File: config.mk
export PLATFORM = sky130hd
export DESIGN_NAME = out_mem_reader
export DESIGN_NICKNAME = d
export VERILOG_FILES = /design/src/rtl/out_mem_pkg.sv /design/src/rtl/pix_skid_fifo.sv /design/src/rtl/out_mem_reader.sv
export SDC_FILE = /design/constraint.sdc
export NUM_CORES = 1
export LEC_CHECK = 0
export BUFFER_PORTS_ARGS = -buffer_cell sky130_fd_sc_hd__buf_4
export CAP_MARGIN = 20
export CORE_UTILIZATION = 63
export CTS_BUF_LIST = sky130_fd_sc_hd__clkbuf_4
export DETAILED_ROUTE_END_ITERATION = 10
export GPL_TIMING_DRIVEN = 0
export PLACE_DENSITY = 0.87
export SLEW_MARGIN = 5
export SYNTH_ARGS = -nofsm -noshare
export SYNTH_HDL_FRONTEND = slang
export SYNTH_SLANG_ARGS = --single-unit
File: constraint.sdc
create_clock -name clk -period 5.6 [get_ports clk]
set_input_delay 1.12 -clock clk [delete_from_list [all_inputs] [get_ports clk]]
set_output_delay 1.12 -clock clk [all_outputs]
set_load 0.005 [all_outputs]
File: src/rtl/out_mem_pkg.sv
// Shared types and constants for the output-memory read engine.
//   WIDTH       pixel / memory word width, also the address width
//   OUT_BASE    first address of the output image window
//   COUNT       pixels per frame (300x300)
//   pixel_t     one memory word / pixel
//   rd_state_t  reader FSM states
//   pix_entry_t buffered pixel plus its end-of-frame tag
package out_mem_pkg;

    localparam int unsigned WIDTH    = 24;
    localparam int unsigned OUT_BASE = 90302;
    localparam int unsigned COUNT    = 90000;

    typedef logic [WIDTH-1:0] pixel_t;

    typedef enum logic [1:0] {
        IDLE,
        RUN,
        DRAIN,
        DONE
    } rd_state_t;

    typedef struct packed {
        pixel_t data;
        logic   last;
    } pix_entry_t;

endpackage

File: src/rtl/pix_skid_fifo.sv
// Two-entry pixel buffer between the memory return path and the pixel sink.
//   clk, rst_n  clock, asynchronous active-low reset
//   flush       synchronous clear of pointers and occupancy
//   push        write push_entry at the tail
//   pop         drop the head entry
//   head        entry at the head (meaningful when !empty)
//   full/empty  occupancy flags
//   count       number of entries held (0..2)
module pix_skid_fifo
    import out_mem_pkg::*;
(
    input  logic       clk,
    input  logic       rst_n,
    input  logic       flush,
    input  logic       push,
    input  pix_entry_t push_entry,
    input  logic       pop,
    output pix_entry_t head,
    output logic       full,
    output logic       empty,
    output logic [1:0] count
);

    pix_entry_t entry_q [2];
    pix_entry_t entry_d [2];
    logic       wr_ptr_q, wr_ptr_d;
    logic       rd_ptr_q, rd_ptr_d;
    logic [1:0] count_q, count_d;

    always_comb begin
        // NOTE: every _d signal gets its default first, so no path through this block can infer a latch.
        entry_d  = entry_q;
        wr_ptr_d = wr_ptr_q;
        rd_ptr_d = rd_ptr_q;
        count_d  = count_q;
        if (flush) begin
            wr_ptr_d = 1'b0;
            rd_ptr_d = 1'b0;
            count_d  = 2'd0;
        end else begin
            if (push) begin
                entry_d[wr_ptr_q] = push_entry;
                wr_ptr_d          = ~wr_ptr_q;
            end
            if (pop) begin
                rd_ptr_d = ~rd_ptr_q;
            end
            // Push and pop together on a full buffer leaves the count unchanged.
            count_d = count_q + {1'b0, push} - {1'b0, pop};
        end
    end

    // NOTE: non-blocking (<=) in clocked blocks so every flop samples pre-edge values regardless of statement order.
    always_ff @(posedge clk or negedge rst_n) begin
        if (!rst_n) begin
            // NOTE: storage is reset too; it is only two words and it keeps the head free of X after reset.
            entry_q  <= '{default: '0};
            wr_ptr_q <= 1'b0;
            rd_ptr_q <= 1'b0;
            count_q  <= 2'd0;
        end else begin
            entry_q  <= entry_d;
            wr_ptr_q <= wr_ptr_d;
            rd_ptr_q <= rd_ptr_d;
            count_q  <= count_d;
        end
    end

    assign head  = entry_q[rd_ptr_q];
    assign full  = (count_q == 2'd2);
    assign empty = (count_q == 2'd0);
    assign count = count_q;

endmodule

File: src/rtl/out_mem_reader.sv
// Read-side engine for the output pixel memory. A start pulse scans the window
// FRAME_BASE .. FRAME_BASE+FRAME_COUNT-1 through a 1-cycle-latency read port and
// streams the words out on a valid/ready pixel interface. Never writes memory.
//   clk, rst_n   clock, asynchronous active-low reset
//   start        1-cycle pulse, honoured only in IDLE or DONE
//   abort        level, returns to IDLE on the next edge and discards everything
//   mem_a        read address (registered by the memory)
//   mem_we       constant 0
//   mem_rd       read data, valid the cycle after the address was issued
//   pix_data/pix_valid/pix_ready/pix_last  pixel stream, last marks index COUNT-1
//   busy         RUN or DRAIN
//   done         1-cycle pulse after the last pixel is accepted
module out_mem_reader
    import out_mem_pkg::*;
#(
    parameter int unsigned FRAME_BASE  = OUT_BASE,
    parameter int unsigned FRAME_COUNT = COUNT
) (
    input  logic             clk,
    input  logic             rst_n,
    input  logic             start,
    input  logic             abort,
    output logic [WIDTH-1:0] mem_a,
    output logic             mem_we,
    input  logic [WIDTH-1:0] mem_rd,
    output logic [WIDTH-1:0] pix_data,
    output logic             pix_valid,
    input  logic             pix_ready,
    output logic             pix_last,
    output logic             busy,
    output logic             done
);

    if (FRAME_COUNT == 0 || FRAME_COUNT >= 2**WIDTH || FRAME_BASE + FRAME_COUNT > 2**WIDTH) begin : g_bad_window
        $error("out_mem_reader: frame window does not fit in WIDTH-bit addresses/counters");
    end

    localparam pixel_t BASE_A   = pixel_t'(FRAME_BASE);
    localparam pixel_t LAST_IDX = pixel_t'(FRAME_COUNT - 1);
    localparam pixel_t END_CNT  = pixel_t'(FRAME_COUNT);

    rd_state_t  state_q, state_d;
    pixel_t     mem_a_q, mem_a_d;
    pixel_t     issue_cnt_q, issue_cnt_d;
    logic       rd_pend_q, rd_pend_d;
    logic       rd_last_q, rd_last_d;
    logic       done_q, done_d;

    logic       issue, push, pop;
    logic [2:0] occ_after;
    pix_entry_t push_entry, head;
    logic       fifo_full, fifo_empty;
    logic [1:0] fifo_count;

    assign pop        = pix_valid && pix_ready;
    assign push       = rd_pend_q && !abort;
    assign push_entry = '{data: mem_rd, last: rd_last_q};

    // Occupancy the buffer will hold after this edge counting the read already in
    // flight. Crediting this cycle's pop is what allows 1 pixel/cycle; an issue
    // is still only made when the returning word is guaranteed a free slot.
    assign occ_after = {2'b00, rd_pend_q} + {1'b0, fifo_count} - {2'b00, pop};
    assign issue     = (state_q == RUN) && (issue_cnt_q != END_CNT) && (occ_after < 3'd2);

    always_comb begin
        state_d     = state_q;
        mem_a_d     = mem_a_q;
        issue_cnt_d = issue_cnt_q;
        rd_pend_d   = issue;
        rd_last_d   = issue && (issue_cnt_q == LAST_IDX);
        done_d      = 1'b0;

        if (issue) begin
            issue_cnt_d = issue_cnt_q + pixel_t'(1);
            // The final issue leaves mem_a parked on the last window address.
            if (issue_cnt_q != LAST_IDX) begin
                mem_a_d = mem_a_q + pixel_t'(1);
            end
        end

        unique case (state_q)
            IDLE, DONE: begin
                if (start) begin
                    state_d     = RUN;
                    mem_a_d     = BASE_A;
                    issue_cnt_d = '0;
                end
            end
            RUN: begin
                if (issue_cnt_q == END_CNT) begin
                    state_d = DRAIN;
                end
            end
            DRAIN: begin
                if (pop && head.last) begin
                    state_d = DONE;
                    done_d  = 1'b1;
                end
            end
            default: state_d = IDLE;
        endcase

        // Abort beats everything, including a simultaneous start.
        if (abort) begin
            state_d     = IDLE;
            mem_a_d     = BASE_A;
            issue_cnt_d = '0;
            rd_pend_d   = 1'b0;
            rd_last_d   = 1'b0;
            done_d      = 1'b0;
        end
    end

    always_ff @(posedge clk or negedge rst_n) begin
        if (!rst_n) begin
            state_q     <= IDLE;
            mem_a_q     <= BASE_A;
            issue_cnt_q <= '0;
            rd_pend_q   <= 1'b0;
            rd_last_q   <= 1'b0;
            done_q      <= 1'b0;
        end else begin
            state_q     <= state_d;
            mem_a_q     <= mem_a_d;
            issue_cnt_q <= issue_cnt_d;
            rd_pend_q   <= rd_pend_d;
            rd_last_q   <= rd_last_d;
            done_q      <= done_d;
        end
    end

    pix_skid_fifo u_fifo (
        .clk        (clk),
        .rst_n      (rst_n),
        .flush      (abort),
        .push       (push),
        .push_entry (push_entry),
        .pop        (pop),
        .head       (head),
        .full       (fifo_full),
        .empty      (fifo_empty),
        .count      (fifo_count)
    );

    // The issue rule makes a push into a full buffer without a matching pop impossible.
    assert property (@(posedge clk) disable iff (!rst_n) !(push && fifo_full && !pop));

    assign mem_a     = mem_a_q;
    assign mem_we    = 1'b0;
    assign pix_data  = head.data;
    assign pix_last  = head.last;
    assign pix_valid = !fifo_empty;
    assign busy      = (state_q == RUN) || (state_q == DRAIN);
    assign done      = done_q;

endmodule

# --- After elaboration in Yosys (flattened, before gate mapping) ---
# Cells that the tools add are included.
word_totals:
  register_bits: 107
  input_bits: 29
  out_inout_bits: 53
  elab_cells: 85
op_classes:
  add_sub_neg: 6
  order_cmp: 4
  eq_ne: 10
  n_mux: 30
  bitwise: 5
  reduce_logical: 17
ops:
  columns: ["cell", "n"]
  rows:
  - ["$mux W24", 9]
  - ["$mux W25", 4]
  - ["$bwmux W50", 1]
  - ["$add A24 B1 Y24 const B", 2]
  - ["$eq A24 B17 Y1 const B", 2]
  - ["$ne A24 B17 Y1 const B", 2]
  - ["$demux W25 S1", 1]
  - ["$mux W2", 5]
  - ["$mux W1", 9]
  - ["$ne A3 B3 Y1 const B", 3]
  - ["$logic_and A1 B1 Y1", 7]
  - ["$pmux W2 S3", 1]
  - ["$eq A2 B2 Y1 const B", 2]
  - ["$ge A2 B2 Y1 const B", 2]
  - ["$logic_not A2 Y1", 2]
  - ["$not A1 Y2", 2]
  - ["$reduce_bool A2 Y1", 2]
  - ["$add A1 B2 Y3", 1]
  - ["$lt A3 B2 Y1 const B", 1]
  - ["$not A1 Y1", 3]
  - ["$reduce_and A3 Y1", 1]
  - ["$sub A3 B1 Y3", 1]
  - ["$add A2 B1 Y2", 1]
  - ["$eq A2 B1 Y1 const B", 1]
  - ["other kinds (6)", 7]

# --- Depth between registers and ports, before layout ---
# Gate-level depths: netlist (run 1).
logic_depth:
  ltp_word: 10
  ltp_mapped: 11
  mapped_depth_nobuf: 10

# --- Modules after synthesis ---
# From an unflattened synthesis (run 1), not the netlist that was laid out.
hier_totals:
  hier_cells: 472
  area_unflattened_um2: 5396.4
modules_own_cells:
  columns: ["module", "n_inst", "cells_each", "area_each_um2", "seq_area_each_um2"]
  rows:
  - ["out_mem_reader", 1, 321, 3006.6, 1337.5]
  - ["pix_skid_fifo", 1, 151, 2389.8, 1351.3]

# --- Worst setup path before layout (run 1) ---
# Ideal clock, no wire load.
synth_timing:
  kind: "input -> register"
  from: "input pix_ready"
  to: "register issue_cnt_q[18]"
  setup_time_ns: 0.078
  arrival_ns: 3.065
  required_time_ns: 5.522
  setup_slack_ns: 2.457
  path_stages: 9
  n_path_buf: 0
  path_cell_list: "nand3_1 > o21ai_0 > nand2_1 > fa_1 > nand2_1 > nor3_1 > nand3_1 > or3_1 > a21oi_1"
synth_between:
  elab_chain_len: 8
synth_lines:
  columns: ["element", "line_no", "source"]
  rows:
  - ["start: declaration", "out_mem_reader.sv:28", "input logic pix_ready,"]
  - ["$logic_and A1 B1 Y1 (*)", "out_mem_reader.sv:55", "assign pop = pix_valid && pix_ready;"]
  - ["$sub A3 B1 Y3 (*)", "out_mem_reader.sv:62", "assign occ_after = {2'b00, rd_pend_q} + {1'b0, fifo_count} - {2'b00, pop};"]
  - ["$lt A3 B2 Y1 (*)", "out_mem_reader.sv:63", "assign issue = (state_q == RUN) && (issue_cnt_q != END_CNT) && (occ_after < 3'd2);"]
  - ["$logic_and A1 B1 Y1 (*)", "out_mem_reader.sv:63", null]
  - ["$mux W24 (*)", "out_mem_reader.sv:73", "if (issue) begin"]
  - ["$mux W24", "out_mem_reader.sv:83", "if (start) begin"]
  - ["$mux W24 (*)", "out_mem_reader.sv:81", "unique case (state_q)"]
  - ["$mux W24 (*)", "out_mem_reader.sv:104", "if (abort) begin"]
  - ["named net issue_cnt_d[18]", "out_mem_reader.sv:44", "pixel_t issue_cnt_q, issue_cnt_d;"]
  - ["end signal: assignment", "out_mem_reader.sv:125", "issue_cnt_q <= issue_cnt_d;"]
  - ["end: declaration", "out_mem_reader.sv:44", null]
# The timed path passes the listed nets; every way through them passes the cells marked *.
# A chain may end at the register's enable or synchronous reset.

# --- Final worst setup path (run 1) ---
layout_timing:
  from: "register u_fifo.rd_ptr_q"
  to: "output pix_data[16]"
layout_between:
  elab_chain_len: 4
layout_lines:
  columns: ["element", "line_no", "source"]
  rows:
  - ["start: declaration", "pix_skid_fifo.sv:27", "logic rd_ptr_q, rd_ptr_d;"]
  - ["start signal: assignment", "pix_skid_fifo.sv:64", "rd_ptr_q <= rd_ptr_d;"]
  - ["$not A1 Y2 (implied by the code)", "pix_skid_fifo.sv:69", "assign head = entry_q[rd_ptr_q];"]
  - ["$mux W25 (implied by the code) (3 in series)", "pix_skid_fifo.sv:69", null]
  - ["end: declaration", "out_mem_reader.sv:26", "output logic [WIDTH-1:0] pix_data,"]
# Every way passes these cells. The select of a mux whose other input is x is not followed.

==> results.sh, run 1 <==
export IMPL_cp_required_ns=4.48
export IMPL_viasPerCell=5.96
export IMPL_swShare=0.310
export IMPL_num_vias=4007
export IMPL_cts_clk_slew_worst_paths_ns=0.17
export IMPL_nNetsFinal=599
export IMPL_ys_flop_type="dfrtp_1"
export IMPL_drive_above_1_share=0.354
export IMPL_p_seq_frac=0.495
export IMPL_pwr_share_clk=0.184
export IMPL_hold_buffers=0
export IMPL_wl_per_cell_um=16.4
export IMPL_reg2reg_to="issue_cnt_q[23]"
export IMPL_ys_warn_count=0
export IMPL_grt_max_degree=72
export IMPL_worst_pin_slew_ns=0.756
export IMPL_initial_core_util=0.647
export IMPL_fin_crit_ns=3.33
export IMPL_ys_ff_latch=107
export IMPL_fin_area_um2=6180
export IMPL_cts_buffer_depth=2
export IMPL_synth_edf_count=0
export IMPL_skew_ns=0.0201
export IMPL_internal_power_mw=1.39
export IMPL_ant_nets=0
export IMPL_cap_violations=0
export IMPL_ctsRootBufferMaster="clkbuf_4"
export IMPL_grt_usage=0.263
export IMPL_min_from="rd_last_q"
export IMPL_grt_pass1_vias=3892
export IMPL_reg2reg_from="u_fifo.count[1]"
export IMPL_grt_overflow=0
export IMPL_combPwrFrac=0.322
export IMPL_worstHoldPathType="reg2reg"
export IMPL_crit_path_end_kind="output port"
export IMPL_ctsResizeCount=0
export IMPL_antenna_found_initial=0
export IMPL_clock_latency_ns=0.45
export IMPL_die_w_um=93.6
export IMPL_num_rows=33
export IMPL_rsz0062_at_grt="false"
export IMPL_place_ws_ns=1.87
export IMPL_hold_path_end="u_fifo.entry_q[25]"
export IMPL_ys_seq_area_frac=0.509
export IMPL_cts_setup_buffers=0
export IMPL_io_buffers=80
export IMPL_layout_cells_most_common="dfrtp_1"
export IMPL_gp_congestion=0.855
export IMPL_drt_pass1_iter_count=4
export IMPL_synthToLayoutAreaGrowth_pct=16.9
export IMPL_total_power_mw=2.01
export IMPL_drc=0
export IMPL_fmax_mhz=300
export IMPL_core_area_um2=8180
export IMPL_dieArea_um2=8760
export IMPL_drt_iter0_markers=159
export IMPL_cts_inserted_buffers=9
export IMPL_syn_area_um2=5290
export IMPL_cp_start_kind="register"
export IMPL_path_max_fanout=10
export IMPL_min_path_cells=1
export IMPL_tns_ns=0
export IMPL_ys_types=47
export IMPL_powerDensity_nw_per_um2=326
export IMPL_fin_crit_sh=0.595
export IMPL_ir_worst_vdd_uv=156
export IMPL_die_h_um=93.6
export IMPL_netSwitchingPower_mw=0.623
export IMPL_critical_path_class="reg2out"
export IMPL_placed_area_um2=6050
export IMPL_outcome="completed"
export IMPL_routed_wl_um=11000
export IMPL_pin_count=82
export IMPL_reg2reg_depth=9
export IMPL_hpwl_um=7950
export IMPL_clkSinkCount=107
export IMPL_async_flop_share=1.00
export IMPL_finalMaxSlewViolations=0
export IMPL_grt_pass1_wl_um=18100
export IMPL_slew_headroom=0.492
export IMPL_syn_num_nets=507
export IMPL_cts_max_level=3
export IMPL_final_cell_mix="dfrtp_1 (98), buf_4 (81), mux2_2 (75)"
export IMPL_syn_inst=470
export IMPL_diodes=0
export IMPL_cp_arrival_ns=2.21
export IMPL_reg2reg_setup_slack_ns=2.56
export IMPL_postSynthAreaPerCell_um2=11.3
export IMPL_cts_tree="yes"
export IMPL_p_leak_nw=2.73
export IMPL_setup_viol=0
export IMPL_setup_ws_ns=2.27
export IMPL_hold_viol_final=0
==> through the flow <==
step / utilization / hold WS (ns) / instances
global placement: 0.736 / 0.481 / 655
global route: 0.756 / 0.515 / 672
CTS: 0.756 / 0.507 / 672
floorplan: - / 0.474 / 470
finish: 0.756 / 0.502 / 672
detailed placement: 0.740 / 0.487 / 656
==> synth_stat cells (8+ instances only) <==
| library cell | count | area, um^2 |
|---|---|---|
| nand4_1 | 10 | 62.6 |
| xor2_1 | 17 | 149 |
| a21oi_1 | 22 | 110 |
| or3_1 | 17 | 106 |
| nand3_1 | 21 | 105 |
| and3_1 | 9 | 56.3 |
| o21ai_0 | 22 | 110 |
| dfrtp_1 | 98 | 2450 |
| clkbuf_1 | 12 | 45.0 |
| o211ai_1 | 10 | 75.1 |
| xnor2_1 | 8 | 70.1 |
| mux2_2 | 75 | 845 |
| nand2_1 | 29 | 109 |
| nor2_1 | 25 | 93.8 |
| dfstp_2 | 9 | 236 |
| inv_1 | 13 | 48.8 |
==> kinds of logic after synthesis <==
kind of cell,after synthesis,share of synthesized area
flops,107,0.509
buf+inv,36,0.0296
compound gates,67,0.0788
mux,76,0.162
simple gates,150,0.159
other cells,1,0.000709
fa+ha+maj,8,0.0203
xor+xnor,25,0.0414
==> sequential cells by signal, indices dropped and copies added (netlist names) <==
register and count:
done 1, issue_cnt_q 24, mem_a 24, rd_last_q 1
rd_pend_q 1, state_q 2, u_fifo.count 2, u_fifo.entry_q 50
u_fifo.rd_ptr_q 1, u_fifo.wr_ptr_q 1
==> cell type report <==
class / count / area (um^2)
Timing Repair Buffer: 81 / 628
Clock inverter: 6 / 57.6
Inverter: 13 / 48.8
Sequential cell: 107 / 2690
Multi-Input combinational cell: 327 / 2440
Clock buffer: 10 / 75.1
Tap cell: 105 / 131
Fill cell: 551 / 2000
Buffer: 23 / 108
==> how the worst max path moves through the flow <==
stage,start,end
3_5_place_dp,pix_ready,mem_a[20]
3_3_place_gp,pix_ready,mem_a[20]
4_1_cts,u_fifo.rd_ptr_q,pix_data[20]
2_1_floorplan,pix_ready,issue_cnt_q[18]
5_1_grt,pix_ready,issue_cnt_q[23]
6_report,u_fifo.rd_ptr_q,pix_data[16]
==> power groups by stage <==
| stage | clock network (mW) | registers [mW] | logic (mW) |
|---|---|---|---|
| 4_1_cts | 0.376 | 0.995 | 0.653 |
| 3_3_place_gp | 0 | 0.992 | 0.620 |
| 5_1_grt | 0.411 | 1.01 | 0.707 |
| 3_5_place_dp | 0 | 1.01 | 0.651 |
| 2_1_floorplan | 0 | 0.984 | 0.381 |
| 6_report | 0.370 | 0.995 | 0.647 |
==> worst max-delay path: stages (launching register included) <==
cell,delay [ns]
dfrtp_1,0.36
clkbuf_1,0.32
clkbuf_1,0.54
mux2_2,0.41
buf_4,0.14
==> routing by layer <==
metal  global-route usage  part of all wire  vias to the layer above
met5                    0                 0                        -
met4               0.0821             0.016                        0
met3               0.0463             0.053                       18
met2                0.461              0.51                      137
met1                0.332              0.43                     1977
li1                     -                 -                     1875
Note: power is estimated with default switching activity, not from simulation.
==> inputs of run 2 (changes only) <==
--- a/config.mk
+++ b/config.mk
@@ -7,11 +7,11 @@
 export LEC_CHECK = 0
 export BUFFER_PORTS_ARGS = -buffer_cell sky130_fd_sc_hd__buf_4
 export CAP_MARGIN = 20
-export CORE_UTILIZATION = 63
+export CORE_UTILIZATION = 53
 export CTS_BUF_LIST = sky130_fd_sc_hd__clkbuf_4
 export DETAILED_ROUTE_END_ITERATION = 10
 export GPL_TIMING_DRIVEN = 0
-export PLACE_DENSITY = 0.87
+export PLACE_DENSITY = 0.78
 export SLEW_MARGIN = 5
 export SYNTH_ARGS = -nofsm -noshare
 export SYNTH_HDL_FRONTEND = slang
==> constraint.sdc (replaced) <==
create_clock -name clk -period 2.7 [get_ports clk]
set_input_delay 0.54 -clock clk [delete_from_list [all_inputs] [get_ports clk]]
set_output_delay 0.54 -clock clk [all_outputs]
set_load 0.005 [all_outputs]
==> run 2 against run 1 <==
Against the previous run:
- first-iteration DRC count down 5.7%
- non-clock buffer count is 8 higher
- sequential cell count unchanged
- global-route usage shrank 3.3 points
- cell area up 3.1%
- routed wire length rose by 3.6%
- clock skew is 0.0034 ns lower
- count of clock-buffer cells in the layout is 1 higher
- sequential share of layout area fell by 1.3 points
- via count increased by 0.32%
- critical path type unchanged
- highest routed layer unchanged
==> results.sh, run 2 (synthesis gave the netlist of run 1 again) <==
export IMPL_ir_worst_vdd_uv=264
export IMPL_grt_pass1_vias=4046
export IMPL_drive_above_1_share=0.383
export IMPL_antenna_found_initial=0
export IMPL_drt_pass1_iter_count=4
export IMPL_rsz0062_at_grt="false"
export IMPL_reg2reg_setup_slack_ns=0.20
export IMPL_largest_register="u_fifo.entry_q"
export IMPL_powerDensity_nw_per_um2=685
export IMPL_largest_reg_flops=50
export IMPL_wl_per_cell_um=16.1
export IMPL_synthToLayoutAreaGrowth_pct=20.5
export IMPL_die_h_um=102
export IMPL_cap_violations=0
export IMPL_fin_crit_sh=0.954
export IMPL_final_cell_mix="dfrtp_1 (97), buf_4 (91), mux2_2 (75)"
export IMPL_outcome="completed"
export IMPL_instances_no_fill=707
export IMPL_p_leak_nw=2.80
export IMPL_skew_ns=0.0167
export IMPL_core_area_um2=9730
export IMPL_dp_cells=684
export IMPL_critical_path_class="reg2out"
export IMPL_finalMaxSlewViolations=0
export IMPL_cp_start_kind="register"
export IMPL_fin_crit_ns=2.58
export IMPL_viasPerCell=5.69
export IMPL_final_fill_count=779
export IMPL_diodes=0
export IMPL_nNetsFinal=607
export IMPL_worstHoldPathType="in2async"
export IMPL_cp_required_ns=2.16
export IMPL_num_rows=36
export IMPL_grt_max_degree=65
export IMPL_grt_usage=0.230
export IMPL_routed_wl_um=11400
export IMPL_cts_inserted_buffers=9
export IMPL_dieArea_um2=10400
export IMPL_tns_ns=0
export IMPL_grt_pass1_wl_um=18700
export IMPL_cts_clk_slew_worst_paths_ns=0.15
export IMPL_setup_viol=0
export IMPL_clock_latency_ns=0.45
export IMPL_slew_headroom=0.593
export IMPL_drt_iter0_markers=150
export IMPL_worst_pin_slew_ns=0.611
export IMPL_gp_congestion=0.808
export IMPL_cts_buffer_depth=2
export IMPL_hold_viol_final=0
export IMPL_cp_arrival_ns=2.04
export IMPL_path_max_fanout=10
export IMPL_cts_max_level=3
export IMPL_hpwl_um=7950
export IMPL_ant_nets=0
export IMPL_ctsRootBufferMaster="clkbuf_4"
export IMPL_num_vias=4020
export IMPL_initial_core_util=0.543
export IMPL_cts_tree="yes"
export IMPL_grt_overflow=0
export IMPL_pin_count=82
export IMPL_drc=0
export IMPL_crit_path_end_kind="output port"
export IMPL_die_w_um=102
export IMPL_clkSinkCount=107
export IMPL_fmax_mhz=388
export IMPL_layout_cells_most_common="dfrtp_1"
export IMPL_io_buffers=80
run 2: changes by cell type in the layout (fill, tap and decap cells not counted), moves of 2 or more:
cell	previous run	this run
bufinv_16	0	2
buf_4	81	91
clkinvlp_4	2	0
inv_6	3	1
buf_2	7	5
o21ai_0	22	20
run 2: report_power, final:
group / switching [mW] / internal [mW]
sequential: 0.157 / 1.90
combinational: 0.594 / 0.813
clock: 0.506 / 0.395
run 2: critical path: stages (launching register included):
cell,delay (ns)
dfrtp_1,0.35
clkbuf_1,0.34
clkbuf_2,0.38
mux2_2,0.38
buf_4,0.14
run 2: final cells by class:
class | count | area, um^2 | area share
inverter | 13 | 48.8 | 0.00766
clock inverter | 4 | 73.8 | 0.0116
multi-input combinational | 327 | 2500 | 0.392
buffer | 23 | 121 | 0.0191
sequential | 107 | 2690 | 0.422
clock buffer | 11 | 82.6 | 0.0130
tap | 133 | 166 | 0.0261
timing repair buffer | 89 | 688 | 0.108
run 2: routing by layer:
metal  wire [um]  up-vias  share of wire  track usage
li1            -     1889              -            -
met1        4960     2010           0.44        0.282
met2        5720      107           0.50        0.409
met3         537       14          0.047       0.0349
met4         174        0          0.015       0.0956
met5           0        -              0            0
run 2: repair_timing:
action,CTS,global route
setup buffers,0,8
endpoints found under the setup margin,41,28
hold buffers,0,0
resized for setup,8,15
pin swaps,0,2
run 2: stage by stage:
step	worst slack [ns]	instance area, um^2	power (mW)	util	hold slack (ns)
after detailed placement	-0.417	6080	3.43	0.625	0.488
after global placement	-0.312	6050	3.35	0.622	0.481
final	0.124	6370	4.37	0.655	0.0672
after floorplan	0.137	5290	2.83	-	0.244
after CTS	0.00912	6270	4.35	0.644	0.0680
after global routing	0.0124	6370	4.62	0.655	0.0919
run 2: final timing paths:
path | start | end | cells past startpoint
worst max-delay path | u_fifo.rd_ptr_q | pix_data[20] | 4
worst min-delay path | rst_n | u_fifo.entry_q[3] | 1
worst max register to register | u_fifo.count[0] | issue_cnt_q[18] | 10
worst min register to register | u_fifo.entry_q[17] | u_fifo.entry_q[17] | 1
max in group asynchronous | rst_n | mem_a[16] | 2
min in group clk | mem_rd[9] | u_fifo.entry_q[10] | 2
==> inputs of run 3 (changes only) <==
--- a/config.mk
+++ b/config.mk
@@ -5,13 +5,13 @@
 export SDC_FILE = /design/constraint.sdc
 export NUM_CORES = 1
 export LEC_CHECK = 0
-export BUFFER_PORTS_ARGS = -buffer_cell sky130_fd_sc_hd__buf_4
 export CAP_MARGIN = 20
-export CORE_UTILIZATION = 53
+export CORE_UTILIZATION = 60
 export CTS_BUF_LIST = sky130_fd_sc_hd__clkbuf_4
 export DETAILED_ROUTE_END_ITERATION = 10
+export DONT_BUFFER_PORTS = 1
 export GPL_TIMING_DRIVEN = 0
-export PLACE_DENSITY = 0.78
+export PLACE_DENSITY = 0.79
 export SLEW_MARGIN = 5
 export SYNTH_ARGS = -nofsm -noshare
 export SYNTH_HDL_FRONTEND = slang
==> run 3 against run 2 <==
Against the previous run:
- worst hold slack got worse by 0.32 ns
- the run now ends with hold timing left
- utilization is 1.6 points higher
- count of clock-buffer cells in the layout shrank 2
- die area down 11%
- non-clock buffer count shrank 88
- sequential share of layout area is 5.7 points higher
- first-iteration DRC count up 32%
- via count decreased by 9.2%
- combinational power shrank 29%
- largest cell class unchanged
- register-to-register slack lost 0.03 ns
==> results.sh, run 3 (synthesis gave the netlist of run 1 again) <==
export IMPL_crit_buf_inv=1
export IMPL_viasPerCell=6.17
export IMPL_drt_iter0_markers=198
export IMPL_grt_usage=0.241
export IMPL_fmax_mhz=395
export IMPL_finalMaxSlewViolations=0
export IMPL_cts_tree="yes"
export IMPL_initial_core_util=0.631
export IMPL_diodes=0
export IMPL_slew_headroom=0.550
export IMPL_drive_above_1_share=0.265
export IMPL_fin_crit_sh=0.939
export IMPL_skew_ns=0.0156
export IMPL_grt_overflow=0
export IMPL_io_buffers=0
export IMPL_fin_area_um2=5620
export IMPL_setup_viol=0
export IMPL_antenna_found_initial=0
export IMPL_total_power_mw=3.79
export IMPL_cp_top_family="simple AND/OR/NAND/NOR gates"
export IMPL_path_max_fanout=6
export IMPL_nNetsFinal=519
export IMPL_die_w_um=95.9
export IMPL_hpwl_um=7260
export IMPL_worstHoldPathType="in2async"
export IMPL_routed_wl_um=10500
export IMPL_crit_path_end_kind="register"
export IMPL_outcome="finished, violations left"
export IMPL_path_cells="inv_1 -> nand3_2 -> o21ai_2 -> nand2_1 -> fa_1 -> xor2_2 -> nor3_4 -> nand3_1 -> or3_1 -> a21oi_1"
export IMPL_final_fill_count=643
export IMPL_cap_violations=0
export IMPL_grt_pass1_vias=3676
export IMPL_cts_max_level=3
export IMPL_gp_congestion=0.803
export IMPL_final_cell_mix="dfrtp_1 (97), mux2_2 (75), nand2_1 (28)"
export IMPL_synthToLayoutAreaGrowth_pct=6.25
export IMPL_clkSinkCount=107
export IMPL_core_area_um2=8380
export IMPL_powerDensity_nw_per_um2=674
export IMPL_place_ws_ns=-0.295
export IMPL_largest_register="u_fifo.entry_q"
export IMPL_cp_arrival_ns=2.91
export IMPL_worst_pin_slew_ns=0.665
export IMPL_setup_ws_ns=0.166
export IMPL_p_leak_nw=2.33
export IMPL_pin_count=82
export IMPL_fin_crit_ns=2.53
export IMPL_largest_reg_flops=50
export IMPL_max_stage_delay_ns=0.41
export IMPL_dieArea_um2=9190
export IMPL_critical_path_class="reg2reg"
export IMPL_cts_clk_slew_worst_paths_ns=0.16
export IMPL_num_rows=33
export IMPL_drt_pass1_iter_count=4
export IMPL_clock_latency_ns=0.45
export IMPL_hold_viol_final=107
export IMPL_die_h_um=95.9
export IMPL_fin_hold_ws_ns=-0.249
export IMPL_ir_worst_vdd_uv=329
export IMPL_drc=0
export IMPL_wl_per_cell_um=17.7
export IMPL_cp_required_ns=3.08
export IMPL_layout_cells_most_common="dfrtp_1"
export IMPL_cp_start_kind="register"
export IMPL_ctsRootBufferMaster="clkbuf_4"
export IMPL_slowest_stage="dfrtp_1"
export IMPL_cts_inserted_buffers=9
export IMPL_num_vias=3651
export IMPL_ant_nets=0
export IMPL_grt_pass1_wl_um=17100
export IMPL_grt_max_degree=108
export IMPL_tns_ns=0
export IMPL_placed_area_um2=5420
export IMPL_cts_buffer_depth=2
export IMPL_violations="hold timing"
==> run 3: cell types whose count changed in the layout (fill, tap and decap cells not counted), sizes merged <==
| cell | previous run | this run |
|---|---|---|
| buf | 99 | 11 |
| bufinv | 2 | 0 |
| clkbuf | 24 | 22 |
| clkinv | 1 | 2 |
| clkinvlp | 0 | 3 |
| inv | 14 | 15 |
==> run 3: report_power, final <==
group          switching, mW  internal (mW)  total [mW]
Clock                  0.530          0.194       0.725
Combinational          0.484          0.516        1.00
Sequential             0.160           1.90        2.06
==> run 3: final cells by class <==
type / count / area [um^2] / area share
plain buffers: 23 / 119 / 0.0212
flip-flops and latches: 107 / 2690 / 0.479
repair buffers: 1 / 7.51 / 0.00134
multi-input cells: 327 / 2500 / 0.445
inverters: 13 / 48.8 / 0.00869
well taps: 105 / 131 / 0.0234
clock buffers: 9 / 67.6 / 0.0120
clock inverters: 7 / 51.3 / 0.00913
==> run 3: worst paths after layout <==
kind,from,endpoint,slack [ns],cells past startpoint
hold / removal,rst_n,u_fifo.entry_q[26],-0.25,0
setup / recovery,u_fifo.count[0],issue_cnt_q[18],0.17,10
hold reg to reg,u_fifo.entry_q[31],u_fifo.entry_q[31],0.52,1
min in group clk,mem_rd[9],u_fifo.entry_q[10],0.22,1
setup reg to reg,u_fifo.count[0],issue_cnt_q[18],0.17,10
max in group asynchronous,rst_n,mem_a[14],2.69,0
==> run 3: routing by layer <==
metal / share of wire / global-route usage / up-vias / wire, um
li1: - / - / 1713 / -
met5: 0 / 0 / - / 0
met1: 0.43 / 0.297 / 1813 / 4490
met2: 0.49 / 0.420 / 111 / 5120
met3: 0.069 / 0.0521 / 14 / 728
met4: 0.013 / 0.0796 / 0 / 138
==> run 3: metrics by stage <==
stage	instances	utilization
floorplan	470	-
global placement	575	0.647
detailed placement	575	0.647
CTS	591	0.665
global route	592	0.670
finish	592	0.670
==> run 3: what timing repair did <==
| action | in CTS | in global routing |
|---|---|---|
| gates resized for setup | 8 | 12 |
| hold endpoints to repair | 107 | 107 |
| endpoints found under the setup margin | 33 | 43 |
| pin swaps | 1 | 2 |
| setup buffers | 0 | 1 |
